$ cat src/rtl/irq_pkg.sv
// Shared types and helpers for the interrupt controller and its per-channel slices.
package irq_pkg;

  typedef enum logic {
    IDLE    = 1'b0,
    PRESENT = 1'b1
  } state_t;

  // Width of a channel index; never zero so a single-channel build still has an id port.
  function automatic int id_width(input int n_ch);
    return (n_ch <= 2) ? 1 : $clog2(n_ch);
  endfunction

endpackage

$ cat src/rtl/irq_channel.sv
// One interrupt channel: input synchronizer, polarity conditioning, edge/level
// event detection and the sticky pending bit.
module irq_channel #(
  parameter int SYNC_STAGES = 2
) (
  input  logic clk,
  input  logic reset,
  input  logic irq_in,
  input  logic invert,
  input  logic edge_mode,
  input  logic armed,
  input  logic clr,
  output logic sync_out,
  output logic pending
);

  logic [SYNC_STAGES-1:0] sync_q;
  logic                   cond;
  logic                   prev;
  logic                   evt;

  assign sync_out = sync_q[SYNC_STAGES-1];
  assign cond     = sync_out ^ invert;
  assign evt      = armed & (edge_mode ? (cond & ~prev) : cond);

  // NOTE: state registers use non-blocking assignments so every flop samples
  // pre-edge values; the sync chain is reset too so sync_out reads 0 in reset.
  always_ff @(posedge clk) begin
    if (reset) begin
      sync_q  <= '0;
      prev    <= 1'b0;
      pending <= 1'b0;
    end else begin
      sync_q <= {sync_q[SYNC_STAGES-2:0], irq_in};
      prev   <= cond;
      // A new event beats a simultaneous acceptance so the interrupt is not lost.
      if (evt) begin
        pending <= 1'b1;
      end else if (clr) begin
        pending <= 1'b0;
      end
    end
  end

endmodule

$ cat src/rtl/irq_controller.sv
// Interrupt controller: N_CH synchronized channels, a post-reset arm window,
// fixed lowest-index-first priority and a present/acknowledge handshake.
module irq_controller
  import irq_pkg::*;
#(
  parameter  int N_CH        = 8,
  parameter  int SYNC_STAGES = 2,
  localparam int ID_W        = id_width(N_CH)
) (
  input  logic            clk,
  input  logic            reset,
  input  logic [N_CH-1:0] irq_in,
  input  logic [N_CH-1:0] invert,
  input  logic [N_CH-1:0] edge_mode,
  input  logic [N_CH-1:0] mask,
  output logic [N_CH-1:0] sync_out,
  output logic [N_CH-1:0] pending,
  output logic            irq_valid,
  output logic [ID_W-1:0] irq_id,
  input  logic            irq_ack
);

  localparam int ARM_CYCLES = SYNC_STAGES + 1;
  localparam int CNT_W      = $clog2(ARM_CYCLES + 1);

  logic [CNT_W-1:0] arm_cnt;
  logic             armed;
  logic [N_CH-1:0]  clr;
  logic [N_CH-1:0]  ready;
  logic             hit;
  logic [ID_W-1:0]  low_id;
  logic             accept;
  state_t           state;
  state_t           state_next;
  logic [ID_W-1:0]  id_next;

  // Events stay blocked until the sync chains and prev flops hold real input history.
  assign armed = (arm_cnt == CNT_W'(ARM_CYCLES));

  always_ff @(posedge clk) begin
    if (reset) begin
      arm_cnt <= '0;
    end else if (!armed) begin
      arm_cnt <= arm_cnt + CNT_W'(1);
    end
  end

  for (genvar g = 0; g < N_CH; g++) begin : g_ch
    irq_channel #(
      .SYNC_STAGES(SYNC_STAGES)
    ) u_ch (
      .clk      (clk),
      .reset    (reset),
      .irq_in   (irq_in[g]),
      .invert   (invert[g]),
      .edge_mode(edge_mode[g]),
      .armed    (armed),
      .clr      (clr[g]),
      .sync_out (sync_out[g]),
      .pending  (pending[g])
    );
  end

  assign ready     = pending & mask;
  assign irq_valid = (state == PRESENT);
  assign accept    = irq_valid & irq_ack;

  // NOTE: every combinational output gets a default before any branch, so no latch is inferred.
  always_comb begin
    hit    = 1'b0;
    low_id = '0;
    for (int i = N_CH - 1; i >= 0; i--) begin
      if (ready[i]) begin
        hit    = 1'b1;
        low_id = ID_W'(i);
      end
    end
  end

  always_comb begin
    clr = '0;
    for (int i = 0; i < N_CH; i++) begin
      clr[i] = accept && (irq_id == ID_W'(i));
    end
  end

  always_comb begin
    state_next = state;
    id_next    = irq_id;
    case (state)
      IDLE: begin
        if (hit) begin
          state_next = PRESENT;
          id_next    = low_id;
        end
      end
      PRESENT: begin
        if (irq_ack) begin
          state_next = IDLE;
        end
      end
      default: state_next = IDLE;
    endcase
  end

  always_ff @(posedge clk) begin
    if (reset) begin
      state  <= IDLE;
      irq_id <= '0;
    end else begin
      state  <= state_next;
      irq_id <= id_next;
    end
  end

endmodule

$ cat config.mk
export PLATFORM = sky130hd
export DESIGN_NAME = irq_controller
export DESIGN_NICKNAME = d
export VERILOG_FILES = /design/src/rtl/irq_pkg.sv /design/src/rtl/irq_channel.sv /design/src/rtl/irq_controller.sv
export SDC_FILE = /design/constraint.sdc
export NUM_CORES = 1
export LEC_CHECK = 0
export ABC_AREA = 1
export CAP_MARGIN = 5
export CORE_MARGIN = 8
export CORE_UTILIZATION = 30
export CTS_CLUSTER_DIAMETER = 40
export DETAILED_ROUTE_END_ITERATION = 10
export HOLD_SLACK_MARGIN = 0.12
export PLACE_DENSITY = 0.56
export SLEW_MARGIN = 20
export SYNTH_ARGS = -nofsm -noshare
export SYNTH_HDL_FRONTEND = slang
export SYNTH_SLANG_ARGS = --single-unit
$ cat constraint.sdc
create_clock -name clk -period 2 [get_ports clk]
set_input_delay 0.5 -clock clk [delete_from_list [all_inputs] [get_ports clk]]
set_output_delay 0.5 -clock clk [all_outputs]
set_load 0.005 [all_outputs]
---- After elaboration in Yosys (flattened, before gate mapping) ----
Index checks and enable logic that the tools add are counted.
word-level totals
  flip-flop bits (word level) ............. 38
  output and inout port bits .............. 20
  word-level logic and storage cells ...... 132
  input port bits ......................... 35
operators by class
  add/subtract/negate cells ............... 1
  bitwise logic cells ..................... 35
  equal/unequal tests ..................... 8
  reductions and logical operators ........ 18
  multiplexer cells ....................... 43
operator list
  operator               count
  $mux W1                34
  $mux W3                8
  $and A1 B1 Y1          17
  $reduce_bool A2 Y1     8
  $eq A3 B3 Y1 const B   4
  $not A1 Y1             9
  $and A8 B8 Y8          1
  $logic_and A1 B1 Y1    8
  $xor A1 B1 Y1          8
  $eq A3 B2 Y1 const B   2
  $eq A3 B1 Y1 const B   1
  $logic_not A3 Y1       1
  $add A2 B1 Y2 const B  1
  $eq A2 B2 Y1 const B   1
  $pmux W1 S2            1
  $reduce_and A2 Y1      1

---- Depth between registers and ports, before layout ----
Gate-level depths: netlist (run 1).
  word-level depth ........................ 11
  gate-level depth with buffers ........... 10

---- By module ----
A second synthesis (run 1) with hierarchy kept.
second synthesis, totals
  cells, all modules ...................... 207
  area total of the unflattened synthesis .. 1570.3 um^2
modules (own cells, without submodules)
  module          cells an instance  area an instance (um^2)  instances  sequential area each (um^2)
  irq_channel     17                 143.9                    8          80.1
  irq_controller  71                 419.2                    1          120.1

---- Least setup slack after synthesis (run 1) ----
Ideal clock, no wire load.
  kind .................................... in2reg
  start ................................... input mask[1]
  end ..................................... register irq_id[0]
  stages on the path ...................... 8
  arrival ................................. 1.045 ns
  path buffers ............................ 0
  data required time ...................... 1.882 ns
  path slack .............................. 0.837 ns
  setup time .............................. 0.118 ns
  path through ............................ nand2_2 nand2_2 nor2_4 nor2_2 a21oi_2 nand2_1 nand2_1 a21oi_2
on the way
  word-level cells in the longest chain between the ends .. 4
  elaborated cells on any way between the ends .. 6
ends and longest elaborated chain
  what                                line                   text
  from (decl)                         irq_controller.sv:15   input logic [N_CH-1:0] mask,
  $and A8 B8 Y8 *                     irq_controller.sv:64   assign ready = pending & mask;
  $mux W1 (2 in series)               irq_controller.sv:73   if (ready[i]) begin
  $reduce_and A2 Y1 (no source line)  -
  to (signal assigned)                irq_controller.sv:112  irq_id <= id_next;
  to (decl)                           irq_controller.sv:19   output logic [ID_W-1:0] irq_id,
Mark *: on every way between the ends. The rest lies on a longest branch, timed or not.
A chain may end at the register's enable or synchronous reset.

---- Worst setup path in the final report (run 1) ----
  start ................................... register irq_id[1]
  end ..................................... output irq_id[1]
No word-level cell between the ends.

==> results of run 1 <==
==> sequential cells by signal (all words and copies together), names as in the netlist <==
register,cells
g_ch.u_ch.sync_q,16
g_ch.u_ch.pending,8
g_ch.u_ch.prev,8
irq_id,3
arm_cnt,2
irq_valid,1
==> logic make-up after synthesis <==
family                     Yosys count  synth area share
adders and majority gates            1           0.00800
DFF                                 38             0.486
AOI/OAI and AO/OA                   28             0.102
xor gates and xnor gates             8            0.0448
buffers and inverters               45             0.150
and+or+nand+nor                     81             0.209
==> worst min path at each step <==
stage	start	endpoint	slack (ns)	depth (start not counted)
2_1_floorplan	g_ch[0].u_ch.sync_q[0]	g_ch[0].u_ch.sync_q[1]	0.39	2
4_1_cts	g_ch[1].u_ch.sync_q[0]	g_ch[1].u_ch.sync_q[1]	0.40	2
5_1_grt	g_ch[5].u_ch.sync_q[0]	g_ch[5].u_ch.sync_q[1]	0.43	2
3_5_place_dp	g_ch[1].u_ch.sync_q[0]	g_ch[1].u_ch.sync_q[1]	0.39	2
3_3_place_gp	g_ch[4].u_ch.sync_q[0]	g_ch[4].u_ch.sync_q[1]	0.39	2
6_report	g_ch[1].u_ch.sync_q[0]	g_ch[1].u_ch.sync_q[1]	0.40	2
==> cell usage in the layout, fill, tap and decap left out, drive strengths merged <==
master          n
nand4           1
o31ai           2
o21ai           5
ha              1
clkdlybuf4s50  54
xnor2           8
a21oi          19
bufinv          1
clkinvlp        2
inv            24
clkbuf          5
buf             3
a211oi          1
nor2           37
dfxtp          38
nand2          43
a31oi           1
==> tightest hold or removal path, stage by stage (launching register included) <==
cell	delay, ns
dfxtp_1	0.30
inv_1	0.04
nor2_1	0.03
==> per-stage QoR <==
step,worst slack (ns),instance area (µm²),util
global placement,0.306,2070,0.408
global route,0.191,2180,0.430
CTS,0.224,2180,0.430
floorplan,0.837,1560,-
finish,0.244,2180,0.430
detailed placement,0.295,2070,0.408
==> layer usage <==
metal / wire length, µm / vias to the layer above / part of all wire / global-route usage
met1: 1520 / 547 / 0.42 / 0.103
met2: 1770 / 33 / 0.49 / 0.172
met5: 0 / - / 0 / 0
li1: - / 683 / - / -
met4: 19 / 0 / 0.0053 / 0.0369
met3: 289 / 2 / 0.080 / 0.0403
==> final cells by class <==
class	count	area [µm²]
well taps	70	87.6
repair buffers	57	563
multi-input cells	118	569
flip-flops and latches	38	761
clock buffers	5	68.8
fillers	537	2890
inverters	24	90.1
clock inverters	3	45.0
==> power groups by stage <==
stage / logic [W] / clock network, W / registers [W]
after floorplan: 0.000166 / 0 / 0.000864
after global placement: 0.000302 / 0 / 0.000871
after detailed placement: 0.000305 / 0 / 0.000873
after CTS: 0.000307 / 0.000672 / 0.000855
after global routing: 0.000342 / 0.000701 / 0.000864
final: 0.000303 / 0.000649 / 0.000855
==> results.cfg, run 1 <==
[run_status]
status = completed

[power_and_ir_drop]
power.density_nw_per_um2 = 827
p_leak_nw = 0.897
pwr-share-seq = 0.473
power_w = 0.00181
pwr-share-clk = 0.359
ir_worst_vdd_mv = 0.415
p_switching_w = 0.000452
p_comb_frac = 0.168
p_sw_frac = 0.250
p_int_w = 0.00135

[yosys]
syn_avg_cell_area_um2 = 7.78
seq_area_frac_synth = 0.486
async_flop_share = 0
syn-num-nets = 237
synthFlopType = dfxtp_1
synth.distinct_cells = 21
syn_area_um2 = 1560
netlist.area_leader.share = 0.486
synth_warnings = 0
synth_cells = 201
ys_ff_latch = 38
synth_area_leaders = dfxtp_1 49%, nand2_1 9.4%, nor2_1 8.4%
yosys.cell_count.top_type = nand2_1
synth-edff-count = 0
yosys-top-cells-count = 39 x nand2_1, 38 x dfxtp_1, 35 x nor2_1
synth.largest_area_cell = dfxtp_1

[routing]
drt_pass1_iterations = 5
drt-total-wl_um = 3600
drtAntennaViolNets = 0
vias_per_cell = 4.02
wire_per_inst_um = 11.4
remaining_drc_errors = 0
num_vias = 1265
drt_iter0_markers = 47

[clock_tree]
holdBufCountCts = 0
clk_pin_slew_ns = 0.08
clkSinkCount = 38
clkLatencyLatePin_ns = 0.29
cts_tree = done
cts-root-buf = clkbuf_8
postCtsResizedCells = 0
post_cts_buffers = 0
cts_buffer_depth = 2
cts_max_level = 2
cts-buffers-inserted = 5

[worst_setup_path]
crit_buf_inv = 1
worst_r2r_endpoint = arm_cnt[0]
arrival_ns = 1.26
slowest_stage = clkdlybuf4s50_1
crit_cells = 1
cp_slowest_stage_delay_ns = 0.55
reg2reg_depth = 4
cp-start-kind = flop
setup.worst_path.start = irq_id[1]
cp-endpoint = irq_id[1]
path_cells = clkdlybuf4s50_1
crit_family = buffers and inverters
r2r-start = arm_cnt[0]
timing_worst_setup_path_type = reg2out
cp_max_fo = 6
r2r_slack_ns = 0.85
cp-end-kind = output pin
required_ns = 1.50

[die]
coreArea_um2 = 5070
fp.dieW_um = 88.2
start_util = 0.308
fp.dieH_um = 88.2
core.rowCount = 26
pin_count = 55
die-area_um2 = 7780

[global_route]
grt_pass1_vias = 1327
grt_usage = 0.0986
overflow = 0
antenna_found_initial = 0
grt_max_degree = 15
grt_pass1_wl_um = 5930

[timing]
hold_viol = 0
rsz0062_at_grt = no
fmax_mhz = 569
finalSetupViolations = 0
drv_slew = 0
whs_ns = 0.402
fin_crit_sh = 0.878
min_period_ns = 1.76
worst_pin_slew_ns = 0.335
maxSlewHeadroom = 0.777
skew_ns = 0.00785
tns_ns = 0

[cells_and_area]
diodes = 0
layout-drive-gt1-share = 0.0816
stdcell_count = 315
fin_nets = 280
syn2layout_area_growth_pct = 39.7

[placed_design]
placed_cells = 307
place.gp.congestion = 0.776
dp_hpwl_um = 2870
port_buffers = 54

[flow_run]
max_cap_viol_count = 0

[min_path]
hold_class = reg2reg
(Power assumes the default switching activity.)
==> run 2: changes to the inputs <==
CORE_ASPECT_RATIO = 0.8   (was default)
==> run 2 against run 1 <==
  * Sequential power about the same
  * Highest routed layer unchanged
  * Clock-buffer cell count stayed put
  * Worst hold slack got worse by 0.0018 ns
  * Final cell count fell by 2.5%
  * Sequential cell count is the same
  * Via count grew 2.1%
==> results.cfg, run 2 (same netlist as run 1, synthesis figures left out) <==
[timing]
tns_ns = 0
rsz0062_at_grt = no
hold_viol = 0
fin_crit_sh = 0.881
drv_slew = 0
worst_pin_slew_ns = 0.374
skew_ns = 0.00359
whs_ns = 0.401
finalSetupViolations = 0
maxSlewHeadroom = 0.751
min_period_ns = 1.76
fmax_mhz = 567
fin_ws_ns = 0.238

[placed_design]
port_buffers = 54
place.gp.congestion = 0.782
dp_hpwl_um = 2930
post-place-ws_ns = 0.293
place_area_um2 = 2060

[die]
die-area_um2 = 7790
start_util = 0.312
coreArea_um2 = 5010
pin_count = 55
fp.dieH_um = 80.6
fp.dieW_um = 96.7
core.rowCount = 23

[worst_setup_path]
setup.worst_path.start = irq_valid
required_ns = 1.50
cp-start-kind = flop
reg2reg_depth = 4
path_cells = clkdlybuf4s50_1
crit_family = buffers and inverters
timing_worst_setup_path_type = reg2out
cp_slowest_stage_delay_ns = 0.54
cp_max_fo = 5
r2r_slack_ns = 0.82
slowest_stage = clkdlybuf4s50_1
arrival_ns = 1.26
crit_buf_inv = 1
worst_r2r_endpoint = arm_cnt[0]
cp-end-kind = output pin
r2r-start = arm_cnt[0]

[power_and_ir_drop]
pwr-share-clk = 0.354
p_switching_w = 0.000437
p_sw_frac = 0.244
p_int_w = 0.00135
ir_worst_vdd_mv = 0.417
p_comb_frac = 0.169
power.density_nw_per_um2 = 824
pwr-share-seq = 0.478
power_w = 0.00179
p_leak_nw = 0.904

[min_path]
min_from = g_ch[3].u_ch.sync_q[0]
hold_class = reg2reg
holdPathStages = 2
min_to = g_ch[3].u_ch.sync_q[1]

[routing]
remaining_drc_errors = 0
drt-total-wl_um = 3620
drt_pass1_iterations = 4
drtAntennaViolNets = 0
wire_per_inst_um = 11.8
num_vias = 1291
vias_per_cell = 4.21
drt_iter0_markers = 52

[global_route]
antenna_found_initial = 0
grt_max_degree = 16
grt_pass1_wl_um = 6030
grt_usage = 0.0950
grt_pass1_vias = 1286
overflow = 0

[clock_tree]
post_cts_buffers = 0
cts_tree = done
cts-buffers-inserted = 5
clkSinkCount = 38
clkLatencyLatePin_ns = 0.28
cts_buffer_depth = 2
postCtsResizedCells = 0
clk_pin_slew_ns = 0.08
holdBufCountCts = 0
cts-root-buf = clkbuf_8
cts_max_level = 2

[cells_and_area]
final_common_cell = clkdlybuf4s50_1
layout-drive-gt1-share = 0.0816
largest_reg_flops = 16
nFillCells = 536
diodes = 0
largest_register = g_ch.u_ch.sync_q
top_regs = g_ch.u_ch.sync_q: 16 flops, g_ch.u_ch.pending: 8 flops, g_ch.u_ch.prev: 8 flops
fin_nets = 280
syn2layout_area_growth_pct = 38.7
final_area_um2 = 2170
layout_common_cells = 54 x clkdlybuf4s50_1, 39 x nand2_1, 38 x dfxtp_1

[flow_run]
max_cap_viol_count = 0

[run_status]
status = completed
==> run 2: changes by cell type in the layout (fill, tap and decap cells not counted) <==
cell and delta:
clkinv_2 +2, clkinvlp_4 -2
==> run 2: metrics by stage <==
step	std cells	utilization
4_1_cts	307	0.433
3_5_place_dp	299	0.412
2_1_floorplan	201	-
6_report	307	0.433
5_1_grt	307	0.433
3_3_place_gp	299	0.412
==> run 2: worst max-delay path by stage <==
stage	end	depth (start not counted)
6_report	irq_valid	1
5_1_grt	irq_id[1]	1
4_1_cts	irq_valid	1
3_5_place_dp	irq_id[0]	9
3_3_place_gp	irq_id[0]	9
2_1_floorplan	irq_id[0]	8
==> run 2: per-layer routing <==
metal	vias up	GRT usage	share of wire
met4	0	0.0276	0.0080
met5	-	0	0
met3	5	0.0506	0.088
met1	567	0.109	0.43
li1	686	-	-
met2	33	0.151	0.47
==> run 2: power groups by stage <==
| stage | Combinational [W] | Clock, W | Sequential, W |
|---|---|---|---|
| 2_1_floorplan | 0.000166 | 0 | 0.000864 |
| 3_3_place_gp | 0.000305 | 0 | 0.000870 |
| 3_5_place_dp | 0.000306 | 0 | 0.000872 |
| 4_1_cts | 0.000307 | 0.000659 | 0.000855 |
| 5_1_grt | 0.000338 | 0.000685 | 0.000864 |
| 6_report | 0.000302 | 0.000632 | 0.000854 |
==> run 2: layout make-up <==
cell class	instances	area [µm²]	area share
Clock inverter	3	40.0	0.0185
Clock buffer	5	68.8	0.0317
Tap cell	62	77.6	0.0358
Sequential cell	38	761	0.351
Timing Repair Buffer	57	563	0.260
Inverter	24	90.1	0.0415
Multi-Input combinational cell	118	569	0.262
